**config.mk**
```make
export PLATFORM = sky130hd
export DESIGN_NAME = cpu_bus_responder
export DESIGN_NICKNAME = d
export VERILOG_FILES = /design/src/rtl/cpu_bus_responder.sv
export SDC_FILE = /design/constraint.sdc
export NUM_CORES = 1
export LEC_CHECK = 0
export BUFFER_PORTS_ARGS = -buffer_cell sky130_fd_sc_hd__buf_2
export CAP_MARGIN = 30
export CORE_ASPECT_RATIO = 1.4
export CORE_MARGIN = 2
export CORE_UTILIZATION = 50
export DETAILED_ROUTE_END_ITERATION = 10
export MAX_ROUTING_LAYER = met4
export PLACE_DENSITY = 0.79
export SLEW_MARGIN = 20
export SYNTH_ARGS = -nofsm -noshare
export SYNTH_HDL_FRONTEND = slang
export SYNTH_SLANG_ARGS = --single-unit
```
**constraint.sdc**
```tcl
create_clock -name clk -period 2.2 [get_ports clk]
set_input_delay 0.44 -clock clk [delete_from_list [all_inputs] [get_ports clk]]
set_output_delay 0.44 -clock clk [all_outputs]
set_load 0.01 [all_outputs]
```
**src/rtl/cpu_bus_responder.sv**
```systemverilog
// cpu_bus_responder: memory-side responder for the 65CE02 core bus.
// Paces each bus cycle with a combinational ready, fronts a single-outstanding
// req/ack memory port, and keeps one posted write that can forward to reads.
// A watchdog terminates any memory access that is never acknowledged.
module cpu_bus_responder #(
    parameter int WR_POST = 1,
    parameter int TIMEOUT = 255
) (
    input  logic        clk,
    input  logic        reset_n,
    input  logic [15:0] cpu_address,
    input  logic        cpu_write,
    input  logic [7:0]  cpu_data_o,
    output logic        ready,
    output logic [7:0]  data_i,
    output logic        mem_req,
    output logic        mem_we,
    output logic [15:0] mem_addr,
    output logic [7:0]  mem_wdata,
    input  logic        mem_ack,
    input  logic [7:0]  mem_rdata,
    output logic        bus_error
);

    localparam logic [1:0] START   = 2'd0;
    localparam logic [1:0] RD_WAIT = 2'd1;
    localparam logic [1:0] RD_RESP = 2'd2;
    localparam logic [1:0] WR_WAIT = 2'd3;

    localparam logic        POSTED   = (WR_POST != 0);
    localparam logic        WD_ON    = (TIMEOUT != 0);
    localparam logic [16:0] WD_LIMIT = 17'(TIMEOUT);

    logic [1:0]  state;
    logic [7:0]  rd_data_q;
    logic [15:0] wd_cnt;

    logic        buf_valid;
    logic [15:0] buf_addr;
    logic [7:0]  buf_data;

    // Decode of the current bus cycle; none of these depend on mem_ack or
    // mem_rdata, so ready and data_i have no path from the memory port.
    logic in_start;
    logic buf_hit;
    logic post_accept;
    logic fwd_read;
    logic rd_issue;
    logic wr_issue;
    logic drain_issue;

    assign in_start    = (state == START);
    assign buf_hit     = buf_valid && (cpu_address == buf_addr);
    assign post_accept = in_start && cpu_write && POSTED && !buf_valid;
    assign fwd_read    = in_start && !cpu_write && buf_hit;
    // A read miss waits for an empty buffer so writes reach memory in order.
    assign rd_issue    = in_start && !cpu_write && !buf_valid && !mem_req;
    assign wr_issue    = in_start && cpu_write && !POSTED && !mem_req;
    // The buffer only holds data while no read owns the port, so whenever the
    // port is idle and the buffer is full the drain may go out.
    assign drain_issue = buf_valid && !mem_req;

    // Memory-side completion: a real ack, or the watchdog giving up.
    logic ack_v;
    logic wd_fire;
    logic mem_done;

    assign ack_v    = mem_req && mem_ack;
    assign wd_fire  = WD_ON && mem_req && !mem_ack && (({1'b0, wd_cnt} + 17'd1) == WD_LIMIT);
    assign mem_done = ack_v || wd_fire;

    assign ready  = post_accept || fwd_read || (state == RD_RESP);
    assign data_i = fwd_read ? buf_data : rd_data_q;

    // Bus-cycle FSM and the registered read-return data.
    always_ff @(posedge clk or negedge reset_n) begin
        if (!reset_n) begin
            state     <= START;
            rd_data_q <= 8'h00;
        end else begin
            // NOTE: state elements use non-blocking assignment so every
            // always_ff sees the pre-edge values, independent of block order.
            case (state)
                START: begin
                    if (rd_issue) begin
                        state <= RD_WAIT;
                    end else if (wr_issue) begin
                        state <= WR_WAIT;
                    end
                end
                RD_WAIT: begin
                    if (ack_v) begin
                        rd_data_q <= mem_rdata;
                        state     <= RD_RESP;
                    end else if (wd_fire) begin
                        rd_data_q <= 8'hFF;
                        state     <= RD_RESP;
                    end
                end
                WR_WAIT: begin
                    if (mem_done) begin
                        state <= RD_RESP;
                    end
                end
                default: begin
                    state <= START;
                end
            endcase
        end
    end

    // Memory port: one request at a time, at least one idle cycle between.
    always_ff @(posedge clk or negedge reset_n) begin
        if (!reset_n) begin
            mem_req   <= 1'b0;
            mem_we    <= 1'b0;
            mem_addr  <= 16'h0000;
            mem_wdata <= 8'h00;
        end else if (mem_req) begin
            if (mem_done) begin
                mem_req <= 1'b0;
            end
        end else if (rd_issue) begin
            mem_req  <= 1'b1;
            mem_we   <= 1'b0;
            mem_addr <= cpu_address;
        end else if (wr_issue) begin
            mem_req   <= 1'b1;
            mem_we    <= 1'b1;
            mem_addr  <= cpu_address;
            mem_wdata <= cpu_data_o;
        end else if (drain_issue) begin
            mem_req   <= 1'b1;
            mem_we    <= 1'b1;
            mem_addr  <= buf_addr;
            mem_wdata <= buf_data;
        end
    end

    // Posted-write buffer: filled by a zero-wait write, emptied by its drain.
    always_ff @(posedge clk or negedge reset_n) begin
        if (!reset_n) begin
            buf_valid <= 1'b0;
            buf_addr  <= 16'h0000;
            buf_data  <= 8'h00;
        end else if (post_accept) begin
            buf_valid <= 1'b1;
            buf_addr  <= cpu_address;
            buf_data  <= cpu_data_o;
        end else if (buf_valid && mem_done) begin
            // With the buffer full the only possible request is its drain;
            // a watchdog expiry drops the write rather than retrying it.
            buf_valid <= 1'b0;
        end
    end

    // Watchdog: counts request cycles, held at zero while the port is idle.
    always_ff @(posedge clk or negedge reset_n) begin
        if (!reset_n) begin
            wd_cnt    <= 16'h0000;
            bus_error <= 1'b0;
        end else begin
            wd_cnt    <= mem_req ? (wd_cnt + 16'd1) : 16'h0000;
            bus_error <= wd_fire;
        end
    end

endmodule

```
==> metrics <==
initial antenna violation count=0; critical-path cell list=xor2_1 -> nor4_1 -> nand3_1 -> or4_4 -> mux2_4 -> buf_6; Worst-Margin Slew=0.745 ns; layout cell share with drive strength beyond 1=44.6%; I/O pins=72; Switch Pwr=2.16 mW; Slew Viols, Final=0; Synth top cells by count=dfrtp_1 (78), nand2_1 (43), mux2_2 (40); all-layer global routing usage=23.9%; synth top area cells=dfrtp_1 (52%), mux2_2 (12%), nand2_1 (4.3%); Slowest cell on crit path=or4_4; combinational share of power=42.9%; hold_ws=0.0422 ns; final worst slack=-0.560 ns; Final Power=6.15 mW; Max-cap violations=0; H-tree level count=3; arrival time worst endpoint=2.32 ns; DR vias/cell=5.56; Min-Delay Path Class=in -> async; area growth from synthesis to layout=31.3%; Clock Skew=0.00611 ns; EDFF count, synth=0; die area=0.00815 mm^2; Crit. End Element=output pin; worst rel slew slack=50.3%; post-synth cell types=50; first-pass detailed-route iteration total=4; num rows=37; CTS clk-pin slew, worst paths=0.08 ns; clock sink total=78; starting density of the core=51.2%; Synth Flop Type=dfrtp_1; Buf/Inv on CP=1; Internal Power=3.98 mW; R2R setup slack=-0.12 ns; Final period util=125%; vias=3,109; DRC=0; Reg power frac=39.7%; DP HPWL=6350 um; Ys Warns=0; worst vdd rail ir drop=0.719 mV; Mean Syn Cell Area=11.1 um^2; RSZ-0062 raised after global routing=true; fmax=362 MHz; switching power share of the total=35.2%; via count of the first global-routing pass=3,124; Die W=76.9 um; cell with the most instances after synthesis=dfrtp_1; sequential area share after synthesis=52.5%; LEAKAGE=2.31 nW; Yosys top cell area share=52.5%; worst skew pair latency=0.36 ns; Min Clock Period, post-route=2.76 ns; Startpoint Class=register; Antenna diodes=0; Setup Viol. Count Final=18; Synth area leader=dfrtp_1; ys async rst share=100%; Die Height=106 um; drt wl/cell=16.4 um; failing checks=negative setup slack; status=finished with violations; global-route wire length before repair=14,600 um; Critical Path RT=1.76 ns; gr ovfl total=0; delay-heaviest family, CP=simple AND/OR/NAND/NOR gates; post-route setup TNS=-5.57 ns; post-synthesis register bit count=78; area of the mapped netlist=0.00372 mm^2; post-route ant nets=0; cell count after synthesis=335; fin nets=497; Final Hold Fails=0; Clock power frac=17.4%; IO Port Bufs=71; largest net degree at the start of global routing=37; core area=0.00727 mm^2; Crit Path Max Fanout=9; Core Util, Final=67.2%; Setup Crit Path Kind=reg -> out; Power Density=1260 mW/mm^2; Final Wtd Congestion=0.875; # hold bufs at CTS=0; max incr delay on CP=0.53 ns; CTS tree=built; clk root buf=clkbuf_8; clock buffer count from CTS=9; Longest Clk Path Bufs=2; DR iter-0 viols=143; Synthesized Nets=373; DP Worst Slack=-0.440 ns; WL final=9150 um
metal layers:
layer  track usage, %  vias up  wire length [um]
li1                 -     1424                 -
met1             25.6     1570              3300
met2             42.6       92              5170
met3             5.35       23               434
met4             9.35        0               240
met5                -        -                 0
power groups by stage:
stage | clock [mW] | sequential, mW | combinational [mW]
after floorplan | 0 | 2.50 | 1.37
after global placement | 0 | 2.41 | 2.47
after detailed placement | 0 | 2.45 | 2.55
after CTS | 1.09 | 2.43 | 2.62
after global routing | 1.15 | 2.50 | 2.91
final | 1.07 | 2.44 | 2.64
flip-flops by register name, summed over array words and instances (netlist names):
| register | flops |
|---|---|
| buf_addr | 16 |
| buf_data | 8 |
| buf_valid | 1 |
| bus_error | 1 |
| mem_addr | 16 |
| mem_req | 1 |
| mem_wdata | 8 |
| mem_we | 1 |
| rd_data_q | 8 |
| state | 2 |
| wd_cnt | 16 |
final timing paths:
path,start,endpoint,depth (start not counted)
setup / recovery,buf_addr[10]$_DFFE_PN0P_,data_i[0],6
min in group clk,cpu_data_o[7],buf_data[7]$_DFFE_PN0P_,2
setup reg to reg,wd_cnt[1]$_DFF_PN0_,rd_data_q[7]$_DFFE_PN0P_,9
hold / removal,reset_n,rd_data_q[0]$_DFFE_PN0P_,1
hold reg to reg,mem_addr[11]$_DFFE_PN0P_,mem_addr[11]$_DFFE_PN0P_,2
max in group asynchronous,reset_n,mem_addr[13]$_DFFE_PN0P_,2
cell type report:
class	instances	area [um^2]
fill	559	2380
sequential	78	1950
multi-input combinational	239	1810
timing repair buffer	128	805
clock buffer	13	159
tap	97	121
clock inverter	1	30.0
inverter	3	11.3
through the flow:
step / instances / area (um^2)
4_1_cts: 557 / 4820
3_5_place_dp: 540 / 4550
2_1_floorplan: 335 / 3730
5_1_grt: 559 / 4880
3_3_place_gp: 540 / 4540
6_report: 559 / 4880
cells in the final DEF, fill, tap and decap left out, drive strengths merged, types with 2 or more instances in the layout:
cell / n
nor4b: 2
nor2b: 7
nor2: 26
o211a: 2
nand3: 7
o21ai: 3
xor2: 10
buf: 128
dfrtp: 78
o22ai: 8
nand4: 7
or3: 5
mux2: 40
a21boi: 2
a22oi: 16
and2: 9
ha: 2
a21oi: 5
nor3: 5
clkbuf: 13
inv: 3
or2: 2
nand2: 43
xnor2: 17
nor4: 3
cells by family after synthesis:
| kind of cell | Yosys count | share of synthesized area, % |
|---|---|---|
| XOR/XNOR | 27 | 6.36 |
| buffers and inverters | 18 | 2.25 |
| flip-flops | 78 | 52.5 |
| AND/OR/NAND/NOR | 124 | 16.9 |
| adder cells (fa/ha/maj) | 2 | 0.673 |
| AO/OA/AOI/OAI | 45 | 8.95 |
| multiplexers | 41 | 12.4 |
timing repair:
item,4_1_cts,5_1_grt
buffers inserted,3,3
pin swaps,14,9
gates cloned,0,0
endpoints found under the setup margin,17,18
gates resized for setup,12,8
Note: power is estimated with default switching activity, not from simulation.
